[src/rtl/commit_trace_pkg.sv]
// commit_trace_pkg: trace record type, record/writeback kinds and field widths
// Shared by the commit trace buffer, its FIFO and its bus interface.
package commit_trace_pkg;
    localparam int PC_W    = 64;
    localparam int INSN_W  = 32;
    localparam int REG_W   = 5;
    localparam int DATA_W  = 64;
    localparam int CAUSE_W = 64;

    typedef enum logic {KIND_COMMIT = 1'b0, KIND_TRAP = 1'b1} kind_e;
    typedef enum logic [1:0] {WB_NONE = 2'd0, WB_XPR = 2'd1, WB_FPR = 2'd2} wb_kind_e;

    typedef struct packed {
        kind_e               kind;
        logic [PC_W-1:0]     pc;
        logic [INSN_W-1:0]   insn;
        wb_kind_e            wb_kind;
        logic [REG_W-1:0]    waddr;
        logic [DATA_W-1:0]   wdata;
        logic [CAUSE_W-1:0]  cause;
    } trace_rec_t;
endpackage

[src/rtl/commit_trace_buffer_if.sv]
// commit_trace_buffer_if: commit-side inputs, checker-side record stream and status flags
// slave  : the trace buffer (consumes retire events, produces records and flags)
// master : the environment (core commit stage plus co-simulation checker)
interface commit_trace_buffer_if import commit_trace_pkg::*; #(parameter int COMMITS = 2) ();
    logic [COMMITS-1:0]              in_valid;
    logic [COMMITS-1:0][PC_W-1:0]    in_pc;
    logic [COMMITS-1:0][INSN_W-1:0]  in_insn;
    logic [COMMITS-1:0][1:0]         in_wb_kind;
    logic [COMMITS-1:0][REG_W-1:0]   in_waddr;
    logic [COMMITS-1:0][DATA_W-1:0]  in_wdata;
    logic                            trap_valid;
    logic [CAUSE_W-1:0]              trap_cause;
    logic                            in_ready;
    logic                            out_valid;
    logic                            out_ready;
    logic                            out_kind;
    logic [PC_W-1:0]                 out_pc;
    logic [INSN_W-1:0]               out_insn;
    logic [1:0]                      out_wb_kind;
    logic [REG_W-1:0]                out_waddr;
    logic [DATA_W-1:0]               out_wdata;
    logic [CAUSE_W-1:0]              out_cause;
    logic [63:0]                     commit_count;
    logic                            overflow;
    logic                            hang;

    modport slave (
        input  in_valid, in_pc, in_insn, in_wb_kind, in_waddr, in_wdata, trap_valid, trap_cause, out_ready,
        output in_ready, out_valid, out_kind, out_pc, out_insn, out_wb_kind, out_waddr, out_wdata, out_cause,
        output commit_count, overflow, hang
    );
    modport master (
        output in_valid, in_pc, in_insn, in_wb_kind, in_waddr, in_wdata, trap_valid, trap_cause, out_ready,
        input  in_ready, out_valid, out_kind, out_pc, out_insn, out_wb_kind, out_waddr, out_wdata, out_cause,
        input  commit_count, overflow, hang
    );
endinterface

[src/rtl/commit_trace_fifo.sv]
// commit_trace_fifo: circular FIFO taking up to PORTS compacted records per cycle, one out
// clock/reset : clock, synchronous active-low reset
// wr_n/wr_data: number of records written this cycle, taken from wr_data[0..wr_n-1]
// rd_en       : pop head; rd_data is the head record (all zero when empty); count is occupancy
module commit_trace_fifo import commit_trace_pkg::*; #(
    parameter int PORTS = 3,
    parameter int DEPTH = 8,
    localparam int AW = $clog2(DEPTH),
    localparam int NW = $clog2(PORTS + 1)
) (
    input  logic                   clock,
    input  logic                   reset,
    input  logic [NW-1:0]          wr_n,
    input  trace_rec_t [PORTS-1:0] wr_data,
    input  logic                   rd_en,
    output trace_rec_t             rd_data,
    output logic [AW:0]            count
);
    trace_rec_t mem [DEPTH];
    logic [AW:0] wptr_q, wptr_d, rptr_q, rptr_d;

    assign wptr_d  = wptr_q + (AW+1)'(wr_n);
    assign rptr_d  = rptr_q + (AW+1)'(rd_en);
    assign count   = wptr_q - rptr_q;
    assign rd_data = (count != '0) ? mem[rptr_q[AW-1:0]] : '0;

    always_ff @(posedge clock) begin
        if (!reset) begin
            wptr_q <= '0;
            rptr_q <= '0;
        end else begin
            wptr_q <= wptr_d;
            rptr_q <= rptr_d;
        end
    end

    always_ff @(posedge clock) begin
        for (int i = 0; i < PORTS; i++)
            if (i < int'(wr_n)) mem[wptr_q[AW-1:0] + AW'(i)] <= wr_data[i];
    end
endmodule

[src/rtl/commit_trace_buffer.sv]
// commit_trace_buffer: serialises per-cycle commit/trap events into one trace record per cycle
// clock/reset : clock, synchronous active-low reset
// bus (slave) : retire slots + trap in, in_ready backpressure, head record out with
//               out_valid/out_ready, commit_count, sticky overflow and hang flags
module commit_trace_buffer import commit_trace_pkg::*; #(
    parameter int COMMITS = 2,
    parameter int DEPTH   = 8,
    parameter int TIMEOUT = 100000
) (
    input  logic                 clock,
    input  logic                 reset,
    commit_trace_buffer_if.slave bus
);
    localparam int CW = $clog2(DEPTH) + 1;
    localparam int NW = $clog2(COMMITS + 2);
    localparam int WW = $clog2(TIMEOUT + 1);

    trace_rec_t [COMMITS:0] wr_rec;
    trace_rec_t             head;
    logic [NW-1:0]          n_pres;
    logic [CW-1:0]          count;
    logic                   in_ready, deq;
    logic [63:0]            commit_count_q;
    logic                   overflow_q, hang_q;
    logic [WW-1:0]          wd_q, wd_d;

    // Pack valid slots (oldest first) then the trap into consecutive write ports.
    always_comb begin
        wr_rec = '0;
        n_pres = '0;
        for (int i = 0; i < COMMITS; i++)
            if (bus.in_valid[i]) begin
                wr_rec[n_pres] = '{kind: KIND_COMMIT, pc: bus.in_pc[i], insn: bus.in_insn[i],
                                   wb_kind: wb_kind_e'(bus.in_wb_kind[i]), waddr: bus.in_waddr[i],
                                   wdata: bus.in_wdata[i], cause: '0};
                n_pres = n_pres + NW'(1);
            end
        if (bus.trap_valid) begin
            wr_rec[n_pres] = '{kind: KIND_TRAP, pc: '0, insn: '0, wb_kind: WB_NONE, waddr: '0,
                               wdata: '0, cause: bus.trap_cause};
            n_pres = n_pres + NW'(1);
        end
    end

    // Registered occupancy only: room for a worst-case cycle of COMMITS+1 records.
    assign in_ready = count <= CW'(DEPTH - COMMITS - 1);
    assign deq      = (count != '0) && bus.out_ready;
    assign wd_d     = (in_ready && |bus.in_valid) ? '0 :
                      (wd_q == WW'(TIMEOUT)) ? wd_q : wd_q + WW'(1);

    commit_trace_fifo #(.PORTS(COMMITS + 1), .DEPTH(DEPTH)) u_fifo (
        .clock   (clock),
        .reset   (reset),
        .wr_n    (in_ready ? n_pres : '0),
        .wr_data (wr_rec),
        .rd_en   (deq),
        .rd_data (head),
        .count   (count)
    );

    always_ff @(posedge clock) begin
        if (!reset) begin
            commit_count_q <= '0;
            overflow_q     <= 1'b0;
            hang_q         <= 1'b0;
            wd_q           <= '0;
        end else begin
            commit_count_q <= commit_count_q + 64'(deq && head.kind == KIND_COMMIT);
            overflow_q     <= overflow_q | ((n_pres != '0) && !in_ready);
            hang_q         <= hang_q | (wd_d == WW'(TIMEOUT));
            wd_q           <= wd_d;
        end
    end

    assign bus.in_ready     = in_ready;
    assign bus.out_valid    = count != '0;
    assign bus.out_kind     = head.kind;
    assign bus.out_pc       = head.pc;
    assign bus.out_insn     = head.insn;
    assign bus.out_wb_kind  = head.wb_kind;
    assign bus.out_waddr    = head.waddr;
    assign bus.out_wdata    = head.wdata;
    assign bus.out_cause    = head.cause;
    assign bus.commit_count = commit_count_q;
    assign bus.overflow     = overflow_q;
    assign bus.hang         = hang_q;
endmodule

[src/flat_wrapper.sv]
// flat-port wrapper written by rule: the top's interface ports become plain ports
module commit_trace_buffer_flat import commit_trace_pkg::*;
#(
    parameter int COMMITS = 2,
    parameter int DEPTH   = 8,
    parameter int TIMEOUT = 100000
)
  (clock, reset, bus_in_valid, bus_in_pc, bus_in_insn, bus_in_wb_kind, bus_in_waddr, bus_in_wdata, bus_trap_valid, bus_trap_cause, bus_out_ready, bus_in_ready, bus_out_valid, bus_out_kind, bus_out_pc, bus_out_insn, bus_out_wb_kind, bus_out_waddr, bus_out_wdata, bus_out_cause, bus_commit_count, bus_overflow, bus_hang);
  commit_trace_buffer_if #(.COMMITS(COMMITS)) bus_i ();
  input  logic clock;
  input  logic reset;
  input wire logic [$bits(bus_i.in_valid)-1:0] bus_in_valid;
  input wire logic [$bits(bus_i.in_pc)-1:0] bus_in_pc;
  input wire logic [$bits(bus_i.in_insn)-1:0] bus_in_insn;
  input wire logic [$bits(bus_i.in_wb_kind)-1:0] bus_in_wb_kind;
  input wire logic [$bits(bus_i.in_waddr)-1:0] bus_in_waddr;
  input wire logic [$bits(bus_i.in_wdata)-1:0] bus_in_wdata;
  input wire logic [$bits(bus_i.trap_valid)-1:0] bus_trap_valid;
  input wire logic [$bits(bus_i.trap_cause)-1:0] bus_trap_cause;
  input wire logic [$bits(bus_i.out_ready)-1:0] bus_out_ready;
  output wire logic [$bits(bus_i.in_ready)-1:0] bus_in_ready;
  output wire logic [$bits(bus_i.out_valid)-1:0] bus_out_valid;
  output wire logic [$bits(bus_i.out_kind)-1:0] bus_out_kind;
  output wire logic [$bits(bus_i.out_pc)-1:0] bus_out_pc;
  output wire logic [$bits(bus_i.out_insn)-1:0] bus_out_insn;
  output wire logic [$bits(bus_i.out_wb_kind)-1:0] bus_out_wb_kind;
  output wire logic [$bits(bus_i.out_waddr)-1:0] bus_out_waddr;
  output wire logic [$bits(bus_i.out_wdata)-1:0] bus_out_wdata;
  output wire logic [$bits(bus_i.out_cause)-1:0] bus_out_cause;
  output wire logic [$bits(bus_i.commit_count)-1:0] bus_commit_count;
  output wire logic [$bits(bus_i.overflow)-1:0] bus_overflow;
  output wire logic [$bits(bus_i.hang)-1:0] bus_hang;
  assign bus_i.in_valid = bus_in_valid;
  assign bus_i.in_pc = bus_in_pc;
  assign bus_i.in_insn = bus_in_insn;
  assign bus_i.in_wb_kind = bus_in_wb_kind;
  assign bus_i.in_waddr = bus_in_waddr;
  assign bus_i.in_wdata = bus_in_wdata;
  assign bus_i.trap_valid = bus_trap_valid;
  assign bus_i.trap_cause = bus_trap_cause;
  assign bus_i.out_ready = bus_out_ready;
  assign bus_in_ready = bus_i.in_ready;
  assign bus_out_valid = bus_i.out_valid;
  assign bus_out_kind = bus_i.out_kind;
  assign bus_out_pc = bus_i.out_pc;
  assign bus_out_insn = bus_i.out_insn;
  assign bus_out_wb_kind = bus_i.out_wb_kind;
  assign bus_out_waddr = bus_i.out_waddr;
  assign bus_out_wdata = bus_i.out_wdata;
  assign bus_out_cause = bus_i.out_cause;
  assign bus_commit_count = bus_i.commit_count;
  assign bus_overflow = bus_i.overflow;
  assign bus_hang = bus_i.hang;
  commit_trace_buffer #(.COMMITS(COMMITS), .DEPTH(DEPTH), .TIMEOUT(TIMEOUT)) u_core (.clock(clock), .reset(reset), .bus(bus_i));
endmodule
[config.mk]
export PLATFORM = sky130hd
export DESIGN_NAME = commit_trace_buffer_flat
export DESIGN_NICKNAME = d
export VERILOG_FILES = /design/src/rtl/commit_trace_pkg.sv /design/src/rtl/commit_trace_buffer_if.sv /design/src/rtl/commit_trace_fifo.sv /design/src/rtl/commit_trace_buffer.sv /design/src/flat_wrapper.sv
export SDC_FILE = /design/constraint.sdc
export NUM_CORES = 2
export LEC_CHECK = 0
export CAP_MARGIN = 20
export CORE_MARGIN = 1.5
export CORE_UTILIZATION = 25
export CTS_CLUSTER_SIZE = 25
export DETAILED_ROUTE_END_ITERATION = 6
export PLACE_DENSITY = 0.5
export SLEW_MARGIN = 40
export SYNTH_ARGS = -nofsm -noshare
export SYNTH_HDL_FRONTEND = slang
export SYNTH_SLANG_ARGS = --single-unit
[constraint.sdc]
create_clock -name clock -period 28.6 [get_ports clock]
set_input_delay 5.72 -clock clock [delete_from_list [all_inputs] [get_ports clock]]
set_output_delay 5.72 -clock clock [all_outputs]
set_load 0.01 [all_outputs]
# Word level (Yosys, flattened, before mapping)
# Memories as Yosys holds them, arrays and structs flattened. A register that Yosys moved wholly into a read port is not among the register bits.
# Cells that the tools add are included.
# totals
reg_bits,91
latchBits,0
mem_bits_rw,1856
rom_bits,0
in_bits,404
output_inout_bits,300
elab_cells,62
n_memories,1
# mem_list
name,depth,width,read_ports,rd_ports_with_merged_regs,write_ports,line,rtl
u_core.u_fifo.mem,8,232,1,1,3,commit_trace_fifo.sv:19,trace_rec_t mem [DEPTH];
# classes
n_addsub,9
mul,0
div_mod_pow,0
order_cmp,8
eq_ne,2
n_shift,0
muxes,23
bitwise,3
reduce_logical,10
# ops
operator,n
bitwise mux 696 bit,2
two-way mux 696 bit,2
demux 232 bit (select 2 bit),2
two-way mux 232 bit,3
two-way mux 231 bit,1
adder 64 x 1 -> 64 bit,1
equality test 17 bit (second input constant),2
two-way mux 17 bit,2
adder 17 x 1 -> 17 bit (second input constant),1
two-way mux 1 bit,7
logical AND 1 bit,6
two-way mux 2 bit,3
adder 4 x 1 -> 4 bit,1
adder 4 x 2 -> 4 bit,1
<= comparator 4 x 3 -> 1 bit (second input constant),1
less-than comparator 1 x 2 -> 1 bit (first input constant),2
nonzero test 4 bit,1
subtractor 4 bit,1
adder 3 x 1 -> 3 bit (second input constant),1
adder 3 x 2 -> 3 bit (second input constant),1
less-than comparator 1 x 3 -> 1 bit (second input constant),1
less-than comparator 2 x 3 -> 1 bit (second input constant),1
two-way mux 3 bit,1
adder 1 x 1 -> 2 bit (second input constant),1
9 further kinds,10

# Depth between registers and ports, before layout
# depth
word_depth,9
ltp_mapped,21
mapped_depth_nobuf,16

# By module
# From an unflattened synthesis, not the netlist that was laid out.
# unflattened
cells_unflattened,14064
hier_area_um2,127487.3
# modules_own_cells
module,instances,cells_per_inst,area_per_inst_um2,seq_area_each_um2
commit_trace_fifo,1,12672,118623.8,55893.6
commit_trace_buffer,1,1392,8863.5,1661.6

# Worst setup path before layout
# Ideal clock, no wire load.
# synth_path
path_type,input to register
from,input port bus_in_valid[0]
to,memory u_core.u_fifo.mem[2][0] (netlist bit) (enable)
setup_ns,1.145
arrival_time_ns,23.276
t_required_ns,27.455
setup_slack_ns,4.179
path_stages,9
path_buffers,1
cell_sequence,clkbuf_1 inv_1 ha_1 nand2b_1 o22ai_1 nand2_1 o21ai_0 nand2_1 o21ai_0
# synth_rtl
element,line,rtl
from (decl),flat_wrapper.sv:12,input wire logic [$bits(bus_i.in_valid)-1:0] bus_in_valid;
to (decl),commit_trace_fifo.sv:19,

# Worst setup path in the final report
# layout_path
from,register u_core.u_fifo.rptr_q[0]
to,output port bus_out_waddr[3]
# layout_between
elab_chain_len,3
# layout_lines
element,line,rtl
from (decl),commit_trace_fifo.sv:20,"logic [AW:0] wptr_q, wptr_d, rptr_q, rptr_d;"
from (signal assigned),commit_trace_fifo.sv:33,rptr_q <= rptr_d;
subtractor 4 bit,commit_trace_fifo.sv:24,assign count = wptr_q - rptr_q;
nonzero test 4 bit,commit_trace_fifo.sv:25,assign rd_data = (count != '0) ? mem[rptr_q[AW-1:0]] : '0;
two-way mux 232 bit,commit_trace_fifo.sv:25,
to (decl),flat_wrapper.sv:27,output wire logic [$bits(bus_i.out_waddr)-1:0] bus_out_waddr;
# Every way passes these cells.

==> flow_metrics.py <==
metrics = {
    "cts": {
        "numCtsBuffers": 234,
        "cts_hold_buf": 0,
        "htree_levels": 4,
        "root_buffer": "clkbuf_16",
        "clkTransAtPathRegs_ns": 0.07,
        "clock_sinks": 1947,
        "cts_tree": "yes",
        "cts-resized-gates": 0,
        "insertion_delay_ns": 0.96,
        "clk_path_buf_depth": 4,
        "postCtsSetupBuffers": 0,
    },
    "timing": {
        "rsz0062_at_grt": "no",
        "max_freq_ghz": 0.0797,
        "tns_ns": 0,
        "slew_headroom_pct": 31.5,
        "fin_crit_sh_pct": 43.9,
        "fin_crit_ns": 12.55,
        "slew_violations": 0,
        "setup_viol": 0,
        "tightest_slew_ns": 1.03,
        "hold_viol": 0,
        "fin_ws_ns": 16.05,
        "skew_ns": 0.0740,
    },
    "place": {
        "dp_hpwl_um": 237000,
        "placed_area_um2": 115000,
        "io_buffers": 703,
        "place_ws_ns": 16.58,
        "gp_congestion": 0.772,
    },
    "yosys": {
        "async_flop_share_pct": 0,
        "syn_nets": 10659,
        "ys_ff_latch": 1947,
        "syn_area_um2": 102000,
        "avgSynthCellArea_um2": 9.99,
        "synth.top_cell.area_share_pct": 54.5,
        "synth_edf_count": 1856,
        "yosysTopAreaCell": "edfxtp_1",
        "synthTopCellsByArea": "edfxtp_1, nand2_1, mux4_2, a21oi_1, clkbuf_1",
        "synthFlopType": "edfxtp_1",
        "yosys_warnings": 0,
        "synthCells": 10239,
        "synthDistinctLibCells": 67,
        "ys_seq_area_share_pct": 56.3,
    },
    "global_routing": {
        "grt_max_degree": 112,
        "grt_overflow_total": 0,
        "grt_pass1_vias": 82378,
        "antenna_found_initial": 28,
        "grt_usage_pct": 20.4,
        "grt_pass1_wl_um": 620000,
    },
    "critical_path": {
        "worstReg2RegStart": "u_core.u_fifo.rptr_q[2]$_SDFF_PN0_",
        "crit_start": "u_core.u_fifo.rptr_q[0]$_SDFF_PN0_",
        "crit_path_end_kind": "output port",
        "path_max_fanout": 53,
        "worst-setup-path-type": "flip-flop to output port",
        "worst_ep_required_time_ns": 22.88,
        "r2r_setup_slack_ns": 21.95,
        "start_kind": "flip-flop",
        "crit_arrival_ns": 6.83,
    },
    "routing": {
        "wl_um": 436000,
        "via_count": 82809,
        "drt_iter0_drc": 9700,
        "drt-pass1-iter-count": 6,
        "viasPerCell": 5.18,
        "drc": 0,
        "drtAntennaViolNets": 0,
        "wl_per_cell_um": 27.3,
    },
    "floorplan": {
        "row_count": 234,
        "core_area_um2": 407000,
        "fp.dieH_um": 643,
        "dieWidth_um": 643,
        "dieArea_um2": 413000,
        "io_pins": 704,
        "start_util_pct": 25.1,
    },
    "cells_and_area": {
        "area_growth_pct": 19.8,
        "design_area_um2": 122000,
        "utilization_pct": 30.1,
        "nets": 10753,
        "final_common_cell": "nand2_1",
        "fill_cells": 41370,
        "layout_common_cells": "nand2_1, edfxtp_1, a21oi_1",
        "final_layout_size_suffix_gt1_share_pct": 10.3,
    },
    "pwr": {
        "p_clk_share_pct": 22.5,
        "p_leak_nw": 40.4,
        "seqPwrFrac_pct": 33.8,
        "powerDensity_nw_per_um2": 110,
        "switching_share_pct": 39.9,
        "ir_worst_vdd_v": 0.000139,
        "finalPower_w": 0.0134,
        "p_int_w": 0.00807,
        "power_switching_w": 0.00536,
        "p_comb_share_pct": 43.6,
    },
    "hold_path": {
        "hold_class": "flip-flop to flip-flop",
        "min_from": "u_core.bus.hang$_SDFF_PN0_",
    },
    "flow_run": {
        "cap_violations": 0,
    },
    "run_status": {
        "status": "completed",
    },
}
==> worst paths after layout <==
| check | end | cells past startpoint |
|---|---|---|
| setup / recovery | bus_out_waddr[3] | 10 |
| hold / removal | u_core.bus.hang$_SDFF_PN0_ | 2 |
| setup reg to reg | u_core.u_fifo.mem[4][199]$_SDFFCE_PP0P_ | 12 |
| hold reg to reg | u_core.bus.hang$_SDFF_PN0_ | 2 |
==> routing by layer <==
layer	vias to the layer above	global-route usage [%]	share of wire, %
li1	35705	-	-
met1	41637	27.1	41
met2	4669	33.1	47
met3	792	3.17	8.6
met4	6	8.19	3.9
met5	-	0	0.0083
==> cell type report <==
| cell class | instances | area [µm²] | area share (%) |
|---|---|---|---|
| inverters | 22 | 90.1 | 0.0735 |
| clock inverters | 149 | 1450 | 1.18 |
| clock buffers | 287 | 6130 | 5.00 |
| flip-flops and latches | 1947 | 57600 | 47.0 |
| well taps | 5428 | 6790 | 5.54 |
| diodes | 16 | 40.0 | 0.0327 |
| repair buffers | 929 | 9610 | 7.85 |
| multi-input cells | 7199 | 40800 | 33.3 |
==> logic make-up (layout without fill, tap and decap cells) <==
family | Yosys count | count (layout) | synth area share (%)
fa+ha+maj | 16 | 16 | 0.210
compound gates | 1804 | 1804 | 9.39
xor+xnor | 81 | 81 | 0.694
simple gates | 4830 | 4830 | 19.0
flops | 1947 | 1947 | 56.3
other cells | 0 | 16 | 0
mux | 468 | 468 | 10.3
buf+inv | 1093 | 1387 | 4.21
==> worst max-delay path, cell delays in order, from the launching register on <==
cell and delay (ns):
dfxtp_4 0.76, buf_12 0.43, buf_16 0.41, buf_4 0.65, buf_6 0.59, buf_4 0.73, buf_6 0.58, mux4_2 0.34
nand2_1 0.07, a21oi_1 0.43, clkdlybuf4s50_1 0.64
==> power by group through the flow <==
stage / clock, W / combinational [W] / sequential, W
2_1_floorplan: 0 / 0.00281 / 0.00540
3_3_place_gp: 0 / 0.00571 / 0.00460
3_5_place_dp: 0 / 0.00582 / 0.00460
4_1_cts: 0.00307 / 0.00583 / 0.00454
5_1_grt: 0.00317 / 0.00610 / 0.00460
6_report: 0.00303 / 0.00586 / 0.00454
==> stage by stage <==
stage,cells,hold slack (ns)
detailed placement,15514,0.450
floorplan,10239,0.479
global route,15970,0.491
CTS,15950,0.468
global placement,15490,0.449
finish,15977,0.466
==> flip-flops by register name, summed over array words and instances, names as in the netlist <==
| signal | count |
|---|---|
| u_core.bus.hang | 1 |
| u_core.bus.commit_count | 64 |
| u_core.wd_q | 17 |
| u_core.bus.overflow | 1 |
| u_core.u_fifo.mem | 1856 |
| u_core.u_fifo.rptr_q | 4 |
| u_core.u_fifo.wptr_q | 4 |
==> synth_stat cells (49+ instances only) <==
master,number
mux4_2,464
a21oi_1,1572
dfxtp_1,91
edfxtp_1,1856
buf_2,115
clkbuf_1,746
buf_1,171
a22oi_1,166
nor2_1,734
and2_1,308
xnor2_1,49
nand2_1,3629
No activity file was read; power rests on OpenSTA's default activity.
